## config.mk

```make
export PLATFORM = sky130hd
export DESIGN_NAME = alu_cmd_sequencer
export DESIGN_NICKNAME = d
export VERILOG_FILES = /design/src/rtl/alu_cmd_sequencer_pkg.sv /design/src/rtl/alu_timeout_cnt.sv /design/src/rtl/alu_cmd_sequencer.sv
export SDC_FILE = /design/constraint.sdc
export NUM_CORES = 1
export LEC_CHECK = 0
export CAP_MARGIN = 0
export CORE_MARGIN = 2
export CORE_UTILIZATION = 49
export CTS_BUF_LIST = sky130_fd_sc_hd__clkbuf_2
export CTS_CLUSTER_SIZE = 28
export DETAILED_ROUTE_END_ITERATION = 12
export GPL_TIMING_DRIVEN = 0
export HOLD_SLACK_MARGIN = 0.08
export PLACE_DENSITY_LB_ADDON = 0.3
export SYNTH_ARGS = -nofsm -noshare
export SYNTH_HDL_FRONTEND = slang
export SYNTH_SLANG_ARGS = --single-unit
```

## constraint.sdc

```tcl
create_clock -name CLK -period 1.61 [get_ports CLK]
set_input_delay 0.322 -clock CLK [delete_from_list [all_inputs] [get_ports CLK]]
set_output_delay 0.322 -clock CLK [all_outputs]
set_load 0.01 [all_outputs]
```

## src/rtl/alu_cmd_sequencer_pkg.sv

```systemverilog
// Shared definitions for the ALU command sequencer.
//   OP_ALU_OPER : command byte followed by A, B and FUN bytes
//   OP_ALU_NOP  : command byte followed by a FUN byte only (A/B reused)
//   FUN_W       : width of the ALU function select
//   state_e     : sequencer FSM encoding
package alu_cmd_sequencer_pkg;

    localparam int         FUN_W       = 4;
    localparam logic [7:0] OP_ALU_OPER = 8'hCC;
    localparam logic [7:0] OP_ALU_NOP  = 8'hDD;

    typedef enum logic [2:0] {
        ST_IDLE     = 3'd0,
        ST_GET_A    = 3'd1,
        ST_GET_B    = 3'd2,
        ST_GET_FUN  = 3'd3,
        ST_ALU_WAIT = 3'd4,
        ST_TX_LO    = 3'd5,
        ST_TX_HI    = 3'd6
    } state_e;

endpackage

```

## src/rtl/alu_timeout_cnt.sv

```systemverilog
// Watchdog for the ALU result wait.
//   clk_i   : system clock
//   rst_n_i : asynchronous active-low reset
//   clr_i   : synchronous clear to zero (wins over en_i)
//   en_i    : count up by one
//   tc_o    : count has reached TIMEOUT-1
module alu_timeout_cnt #(
    parameter int TIMEOUT = 16
) (
    input  logic clk_i,
    input  logic rst_n_i,
    input  logic clr_i,
    input  logic en_i,
    output logic tc_o
);

    localparam int CW = (TIMEOUT > 2) ? $clog2(TIMEOUT) : 1;

    logic [CW-1:0] cnt_q;
    logic [CW-1:0] cnt_d;

    always_comb begin
        cnt_d = cnt_q;
        if (clr_i) begin
            cnt_d = '0;
        end else if (en_i) begin
            cnt_d = cnt_q + CW'(1);
        end
    end

    always_ff @(posedge clk_i or negedge rst_n_i) begin
        if (!rst_n_i) begin
            cnt_q <= '0;
        end else begin
            cnt_q <= cnt_d;
        end
    end

    assign tc_o = (cnt_q == CW'(TIMEOUT - 1));

endmodule

```

## src/rtl/alu_cmd_sequencer.sv

```systemverilog
// Command front-end for the ALU: parses UART RX frames into A/B/FUN,
// pulses ALU_EN, captures the result and returns it low byte first
// over the TX byte handshake.
//   CLK, RST_n               : clock, asynchronous active-low reset
//   RX_P_DATA, RX_D_VLD      : received byte and its one-cycle strobe
//   ALU_OUT, ALU_OUT_VLD     : ALU result and its valid
//   TX_BUSY                  : TX cannot accept a byte
//   A, B, ALU_FUN, ALU_EN    : operands, function select, enable pulse
//   TX_P_DATA, TX_D_VLD      : byte to transmit, held until accepted
//   CMD_ERR                  : one-cycle error pulse
//
// state       | meaning
// ------------+-------------------------------------------------
// ST_IDLE     | waiting for a command byte
// ST_GET_A    | waiting for operand A
// ST_GET_B    | waiting for operand B
// ST_GET_FUN  | waiting for the function byte
// ST_ALU_WAIT | ALU_EN issued, waiting for ALU_OUT_VLD or timeout
// ST_TX_LO    | offering result low byte
// ST_TX_HI    | offering result high byte
module alu_cmd_sequencer
    import alu_cmd_sequencer_pkg::*;
#(
    parameter int WIDTH   = 8,
    parameter int TIMEOUT = 16
) (
    input  logic               CLK,
    input  logic               RST_n,
    input  logic [WIDTH-1:0]   RX_P_DATA,
    input  logic               RX_D_VLD,
    input  logic [2*WIDTH-1:0] ALU_OUT,
    input  logic               ALU_OUT_VLD,
    input  logic               TX_BUSY,
    output logic [WIDTH-1:0]   A,
    output logic [WIDTH-1:0]   B,
    output logic [FUN_W-1:0]   ALU_FUN,
    output logic               ALU_EN,
    output logic [WIDTH-1:0]   TX_P_DATA,
    output logic               TX_D_VLD,
    output logic               CMD_ERR
);

    state_e             state_q, state_d;
    logic [WIDTH-1:0]   a_q, a_d;
    logic [WIDTH-1:0]   b_q, b_d;
    logic [FUN_W-1:0]   fun_q, fun_d;
    logic               alu_en_q, alu_en_d;
    logic [WIDTH-1:0]   tx_data_q, tx_data_d;
    logic               tx_vld_q, tx_vld_d;
    logic               err_q, err_d;
    // Only the upper result half needs storing: the lower half goes
    // straight into TX_P_DATA when the result is captured.
    logic [WIDTH-1:0]   res_hi_q, res_hi_d;

    logic cnt_clr;
    logic cnt_en;
    logic cnt_tc;
    logic tx_xfer;

    alu_timeout_cnt #(
        .TIMEOUT(TIMEOUT)
    ) u_timeout_cnt (
        .clk_i   (CLK),
        .rst_n_i (RST_n),
        .clr_i   (cnt_clr),
        .en_i    (cnt_en),
        .tc_o    (cnt_tc)
    );

    assign tx_xfer = tx_vld_q && !TX_BUSY;

    always_comb begin
        state_d   = state_q;
        a_d       = a_q;
        b_d       = b_q;
        fun_d     = fun_q;
        alu_en_d  = 1'b0;
        tx_data_d = tx_data_q;
        tx_vld_d  = tx_vld_q;
        err_d     = 1'b0;
        res_hi_d  = res_hi_q;
        cnt_clr   = 1'b0;
        cnt_en    = 1'b0;

        case (state_q)
            ST_IDLE: begin
                if (RX_D_VLD) begin
                    if (RX_P_DATA == WIDTH'(OP_ALU_OPER)) begin
                        state_d = ST_GET_A;
                    end else if (RX_P_DATA == WIDTH'(OP_ALU_NOP)) begin
                        state_d = ST_GET_FUN;
                    end else begin
                        err_d = 1'b1;
                    end
                end
            end
            ST_GET_A: begin
                if (RX_D_VLD) begin
                    a_d     = RX_P_DATA;
                    state_d = ST_GET_B;
                end
            end
            ST_GET_B: begin
                if (RX_D_VLD) begin
                    b_d     = RX_P_DATA;
                    state_d = ST_GET_FUN;
                end
            end
            ST_GET_FUN: begin
                if (RX_D_VLD) begin
                    fun_d = RX_P_DATA[FUN_W-1:0];
                    if (RX_P_DATA[WIDTH-1:FUN_W] != '0) begin
                        err_d   = 1'b1;
                        state_d = ST_IDLE;
                    end else begin
                        alu_en_d = 1'b1;
                        cnt_clr  = 1'b1;
                        state_d  = ST_ALU_WAIT;
                    end
                end
            end
            ST_ALU_WAIT: begin
                cnt_en = 1'b1;
                if (RX_D_VLD) begin
                    err_d = 1'b1;
                end
                // A result arriving on the terminal cycle still wins.
                if (ALU_OUT_VLD) begin
                    tx_data_d = ALU_OUT[WIDTH-1:0];
                    res_hi_d  = ALU_OUT[2*WIDTH-1:WIDTH];
                    tx_vld_d  = 1'b1;
                    state_d   = ST_TX_LO;
                end else if (cnt_tc) begin
                    err_d   = 1'b1;
                    state_d = ST_IDLE;
                end
            end
            ST_TX_LO: begin
                if (RX_D_VLD) begin
                    err_d = 1'b1;
                end
                if (tx_xfer) begin
                    tx_data_d = res_hi_q;
                    state_d   = ST_TX_HI;
                end
            end
            ST_TX_HI: begin
                if (RX_D_VLD) begin
                    err_d = 1'b1;
                end
                if (tx_xfer) begin
                    tx_vld_d = 1'b0;
                    state_d  = ST_IDLE;
                end
            end
            default: begin
                state_d  = ST_IDLE;
                tx_vld_d = 1'b0;
            end
        endcase
    end

    always_ff @(posedge CLK or negedge RST_n) begin
        if (!RST_n) begin
            state_q   <= ST_IDLE;
            a_q       <= '0;
            b_q       <= '0;
            fun_q     <= '0;
            alu_en_q  <= 1'b0;
            tx_data_q <= '0;
            tx_vld_q  <= 1'b0;
            err_q     <= 1'b0;
            res_hi_q  <= '0;
        end else begin
            state_q   <= state_d;
            a_q       <= a_d;
            b_q       <= b_d;
            fun_q     <= fun_d;
            alu_en_q  <= alu_en_d;
            tx_data_q <= tx_data_d;
            tx_vld_q  <= tx_vld_d;
            err_q     <= err_d;
            res_hi_q  <= res_hi_d;
        end
    end

    assign A         = a_q;
    assign B         = b_q;
    assign ALU_FUN   = fun_q;
    assign ALU_EN    = alu_en_q;
    assign TX_P_DATA = tx_data_q;
    assign TX_D_VLD  = tx_vld_q;
    assign CMD_ERR   = err_q;

endmodule

```

==> results.toml, run 1 <==
[status]
outcome = "finished, final reports clean"

[layout]
drive_gt1_share_pct = 25.81
fin_nets = 277
fin_util_pct = 70.61
n_antenna_cell = 0
syn_to_final_growth_pct = 36.37
fillers = 309

[timing]
fin_crit_sh_pct = 97.14
setup_violations = 0
skew_ps = 22.42
hold_violations = 0
fin_setup_tns_ps = 0
slew_violations = 0
worst_slew_pin_slew_ps = 503.4
maxSlewHeadroom_pct = 66.44
max_freq_ghz = 0.6394
min_period_ps = 1564

[worst_setup_path]
critPathLaunchType = "input port"
required_ps = 1940
crit_arrival_ps = 1900
critical_path_class = "in -> reg"
timing.rr.start = "state_q[0]$_DFFE_PN0P_"
max_stage_delay_ps = 580
cp_max_fo = 5
worstPathCellList = "clkdlybuf4s50_1, or4_4, nor3_2, a21oi_1, a221oi_2"
endpoint_kind = "flop"
cp-startpoint = "RX_P_DATA[4]"
slowest_stage = "or4_4"

[floorplanning]
num_io_pins = 60
die_x_um = 69.71
die_h_um = 69.71
initial_utilization_pct = 51.78
fp.coreArea_um2 = 4086
die_area_um2 = 4859
rows = 23

[routing]
ant_nets = 0
drt_iter0_drc = 106
vias = 1574
via_per_inst = 5.282
drc = 0
drt-wirelength-per-cell_um = 15.13
drtPass1Iterations = 4
drt-total-wl_um = 4509

[synthesis]
synth_flop_cell = "dfrtp_1"
synth_cell_types = 38
async_flop_share_pct = 100.0
ys_ff_latch = 46
ys_warn_count = 0
synthSimpleGateAreaFrac_pct = 11.95
avgSynthCellArea_um2 = 12.30
synth_top_family_by_area = "multiplexers"
syn_inst = 172
synth_xor_area_share_pct = 1.656
synth_compound_area_share_pct = 8.279
syn-num-nets = 202
ys_seq_area_share_pct = 54.41
syn_area_um2 = 2116
synth-edff-count = 0
muxShareOfSynthArea_pct = 19.63
synth-adder-area-share_pct = 0.5914

[grt]
use_met1_pct = 26.36
grt_pass1_wl_um = 7721
grt_max_degree = 27
grt_usage_pct = 20.28
grt-busiest-layer = "met2"
met2_usage_pct = 32.59
grt_use_met3_pct = 6.250
grt_pass1_vias = 1604
grt_remaining_overflow = 0
antenna_found_initial = 0

[place]
io_buffers = 59
hpwl_um = 3294
gp_congestion = 0.8247

[run]
max-cap-violations = 0

[pwr]
p_leak_nw = 1.293
p_per_area_nw_per_um2 = 1662
max-vdd-ir-drop_mv = 0.9645

[clock_network]
cts_root_buf = "clkbuf_2"
htreeDepth = 2
clkTransAtPathRegs_ps = 230
tritoncts.num_buffers = 5
clk_latency_ps = 420
cts.sinks = 46
clock_path_buffers = 2
cts_tree = "built"

[hold_path]
hold_path_class = "in -> async"
==> sequential cells by signal, indices dropped and copies added (netlist names) <==
register	cells
TX_D_VLD	1
ALU_FUN	4
TX_P_DATA	8
u_timeout_cnt.cnt_q	4
CMD_ERR	1
ALU_EN	1
B	8
state_q	3
A	8
res_hi_q	8
==> what timing repair did <==
action / in CTS / in global routing
endpoints found under the setup margin: 42 / 18
hold buffers: 1 / 0
resized for setup: 33 / 6
hold endpoints to repair: 20 / 0
cloned: 0 / 1
pin swaps: 0 / 2
setup buffers: 5 / 2
==> per-layer routing <==
metal,wire length [µm],vias to the layer above,share of wire (%)
li1,-,763,-
met1,2027,771,45
met2,2189,33,49
met3,213,7,4.7
met4,78,0,1.7
met5,0,-,0
==> path summary, 6_finish.rpt <==
path | endpoint | slack (ps) | cells after the start
max | state_q[2]$_DFFE_PN0P_ | 50 | 5
min | CMD_ERR$_DFF_PN0_ | 360 | 2
max reg2reg | state_q[2]$_DFFE_PN0P_ | 60 | 5
min reg2reg | TX_P_DATA[3]$_DFFE_PN0P_ | 500 | 2
max in group asynchronous | TX_D_VLD$_DFFE_PN0P_ | 720 | 3
min in group CLK | TX_P_DATA[3]$_DFFE_PN0P_ | 500 | 2
==> Yosys cell counts, types with 2 or more instances <==
| cell | number | area share [%] |
|---|---|---|
| a21oi_1 | 5 | 1.2 |
| and3_1 | 2 | 0.59 |
| buf_2 | 5 | 1.2 |
| buf_6 | 3 | 1.6 |
| dfrtp_1 | 46 | 54 |
| inv_1 | 2 | 0.35 |
| mux2_2 | 28 | 15 |
| mux2i_1 | 10 | 4.7 |
| nand2_1 | 16 | 2.8 |
| nand2b_1 | 2 | 0.59 |
| nand3_1 | 3 | 0.71 |
| nor2_1 | 9 | 1.6 |
| nor2b_1 | 2 | 0.59 |
| nor3_1 | 2 | 0.47 |
| o21ai_0 | 10 | 2.4 |
| o21ai_1 | 3 | 0.71 |
| xor2_1 | 3 | 1.2 |
==> area by class of cell <==
class / instances / area, µm² / area share, %
inverter: 2 / 7.507 / 0.2602
clock inverter: 1 / 30.03 / 1.041
buffer: 8 / 66.31 / 2.298
multi-input combinational: 115 / 895.9 / 31.05
tap: 50 / 62.56 / 2.168
sequential: 46 / 1154 / 39.98
clock buffer: 7 / 35.03 / 1.214
timing repair buffer: 69 / 634.4 / 21.99
==> where the power goes <==
group	switching, mW	leakage [nW]	internal (mW)
combinational	1.01	0.692	1.17
sequential	0.285	0.558	1.70
clock	0.356	0.0432	0.276
total	1.65	1.29	3.14
==> through the flow <==
stage | hold slack (ps) | std cells | power, mW | setup WS [ps] | instance area, µm²
detailed placement | 320.1 | 282 | 4.370 | -386.6 | 2784
finish | 357.8 | 298 | 4.796 | 46.06 | 2885
global route | 354.5 | 298 | 5.137 | -17.79 | 2885
floorplan | 26.41 | 172 | 3.275 | 192.6 | 2116
CTS | 367.1 | 296 | 4.802 | 4.885 | 2861
global placement | 462.4 | 281 | 4.290 | -1082 | 2769
==> worst max-delay path, delay by kind of cell <==
| kind | cells | cell delay [ps] |
|---|---|---|
| AND/OR/NAND/NOR | 2 | 750 |
| AO/OA/AOI/OAI | 2 | 340 |
| buffers and inverters | 1 | 480 |
==> cells by family after synthesis <==
kind of cell | after synthesis
and+or+nand+nor | 46
DFF | 46
muxes | 38
AOI/OAI and AO/OA | 26
buffers and inverters | 11
xor gates and xnor gates | 4
adders and majority gates | 1
==> cell usage in the layout, fill, tap and decap left out, drive strengths merged <==
cell,Yosys,routed
inv,2,2
a31oi,2,2
a21oi,5,5
nor2,10,10
and4bb,1,1
dlygate4sd3,0,1
xor2,3,3
o21ai,13,13
or4,1,1
nand3,3,3
bufinv,0,1
ha,1,1
nand4bb,1,1
a311o,1,1
o2bb2ai,1,1
nor4bb,1,1
clkdlybuf4s50,0,27
nor3,3,3
nor2b,2,2
o31ai,1,1
xnor2,1,1
mux2,28,28
a211oi,1,1
and3,2,2
mux2i,10,10
nand2,16,16
o31a,1,1
nand2b,2,2
dfrtp,46,46
buf,9,18
nand4,1,1
a221oi,1,1
clkbuf,0,7
nor4b,1,1
dlygate4sd2,0,31
or3,1,1
and3b,1,1
No activity file was read; power rests on OpenSTA's default activity.
==> run 2, diff against run 1 <==
--- a/config.mk
+++ b/config.mk
@@ -9,11 +9,12 @@
 export CORE_MARGIN = 2
 export CORE_UTILIZATION = 49
 export CTS_BUF_LIST = sky130_fd_sc_hd__clkbuf_2
-export CTS_CLUSTER_SIZE = 28
+export CTS_CLUSTER_SIZE = 20
 export DETAILED_ROUTE_END_ITERATION = 12
 export GPL_TIMING_DRIVEN = 0
 export HOLD_SLACK_MARGIN = 0.08
 export PLACE_DENSITY_LB_ADDON = 0.3
+export SETUP_SLACK_MARGIN = 0.4
 export SYNTH_ARGS = -nofsm -noshare
 export SYNTH_HDL_FRONTEND = slang
 export SYNTH_SLANG_ARGS = --single-unit
==> results.toml, run 2 (synthesis gave the netlist of run 1 again) <==
[pwr]
p_clk_share_pct = 10.1
p_int_mw = 3.966
p_leak_nw = 1.577
swShare_pct = 35.14
max-vdd-ir-drop_mv = 1.035
p_per_area_nw_per_um2 = 1786
pwr-share-seq_pct = 33.5
netSwitchingPower_mw = 2.149
p_comb_share_pct = 56.4

[routing]
vias = 1772
drt-total-wl_um = 5917
drt_iter0_drc = 67
drc = 0
drtPass1Iterations = 4
drt-wirelength-per-cell_um = 17.77
via_per_inst = 5.321
ant_nets = 0

[timing]
min_period_ps = 1511
setup_violations = 0
rsz0062_at_grt = "yes"
fin_ws_ps = 99.13
skew_ps = 23.57
slew_violations = 0
hold_violations = 0
fin_crit_sh_pct = 93.84
max_freq_ghz = 0.6619
worst_slew_pin_slew_ps = 365.4
maxSlewHeadroom_pct = 75.64
holdWs_ps = 291.0

[grt]
grt_usage_pct = 22.83
antenna_found_initial = 0
grt_pass1_wl_um = 8804
grt_remaining_overflow = 0
grt_pass1_vias = 1787
grt_max_degree = 33

[layout]
fin_nets = 313
drive_gt1_share_pct = 56.89
stdcell_area_um2 = 3423
n_antenna_cell = 0
syn_to_final_growth_pct = 61.80
fin_cells = 333
layout_common_cells = "43 x dfrtp_1, 35 x buf_4, 26 x buf_2"
final_common_cell = "dfrtp_1"

[worst_setup_path]
cp_max_fo = 5
critical_path_class = "in -> reg"
critPathLaunchType = "input port"
required_ps = 1960
endpoint_kind = "flop"
crit_arrival_ps = 1860

[clock_network]
clk_latency_ps = 420
cts.sinks = 46
clock_path_buffers = 2
cts_tree = "built"
tritoncts.num_buffers = 5
cts_root_buf = "clkbuf_2"
htreeDepth = 2
clkTransAtPathRegs_ps = 240

[floorplanning]
num_io_pins = 60
fp.coreArea_um2 = 4086
initial_utilization_pct = 51.78
die_area_um2 = 4859
rows = 23
die_h_um = 69.71
die_x_um = 69.71

[place]
hpwl_um = 3267
gp_congestion = 0.8093
dpl_cell_area_um2 = 2887
placed_cells = 282
io_buffers = 59
place_ws_ps = -355.3

[status]
outcome = "finished, final reports clean"

[run]
max-cap-violations = 0

[hold_path]
hold_path_class = "in -> async"
run 2: cell count changes in the layout (fill, tap and decap cells not counted), sizes merged:
cell | previous run | this run
buf | 18 | 84
dlygate4sd2 | 31 | 5
clkdlybuf4s50 | 27 | 22
clkbuf | 7 | 6
clkinv | 0 | 1
run 2: area by class of cell:
cell class                      count  area (µm²)
Multi-Input combinational cell    115        1175
Sequential cell                    46        1155
Timing Repair Buffer              104       850.8
Fill cell                         215       663.1
Buffer                              9       113.9
Tap cell                           50       62.56
Clock inverter                      2       33.78
Clock buffer                        5       25.02
Inverter                            2       7.507
run 2: worst paths after layout:
check	end	slack [ps]	from	depth (start not counted)
worst max-delay path	TX_P_DATA[1]$_DFFE_PN0P_	100	ALU_OUT_VLD	7
worst min-delay path	B[3]$_DFFE_PN0P_	290	RST_n	2
worst max register to register	TX_P_DATA[1]$_DFFE_PN0P_	100	state_q[2]$_DFFE_PN0P_	7
worst min register to register	TX_P_DATA[2]$_DFFE_PN0P_	530	TX_P_DATA[2]$_DFFE_PN0P_	2
max in group asynchronous	state_q[0]$_DFFE_PN0P_	810	RST_n	3
min in group CLK	B[5]$_DFFE_PN0P_	350	RX_P_DATA[5]	2
run 2: repair_timing:
action                                  CTS  global route
cloned                                    1             0
setup buffers                            31            11
endpoints found under the hold margin    14             0
endpoints found under the setup margin   76            77
pin swaps                                17            12
hold buffers                              1             0
gates resized for setup                 161            43
run 2: per-layer routing:
layer / GRT usage, % / part of all wire [%] / vias up
met2: 39.00 / 52 / 55
li1: - / - / 829
met3: 5.959 / 5.0 / 4
met4: 6.197 / 0.64 / 0
met1: 28.83 / 42 / 884
met5: 0 / 0 / -
run 2: power groups by stage:
stage | Clock (mW) | Combinational [mW] | Sequential (mW)
final | 0.619 | 3.45 | 2.05
after global routing | 0.666 | 3.68 | 2.11
after CTS | 0.620 | 2.87 | 2.01
after detailed placement | 0 | 2.53 | 2.05
after global placement | 0 | 2.48 | 2.04
after floorplan | 0 | 1.32 | 2.18
run 2: stage by stage:
step | setup TNS, ps | total power [mW] | utilization (%)
4_1_cts | 0 | 5.497 | 77.46
5_1_grt | 0 | 6.455 | 83.77
3_5_place_dp | -10090 | 4.581 | 70.64
6_report | 0 | 6.115 | 83.77
3_3_place_gp | -57620 | 4.515 | 70.27
2_1_floorplan | 0 | 3.496 | -
run 2: worst max-delay path, cell delays in order:
cell             delay (ps)
clkdlybuf4s50_1         540
and4bb_2                320
buf_8                   140
a31oi_4                 240
buf_6                   170
nand2_1                  60
o21ai_1                  60
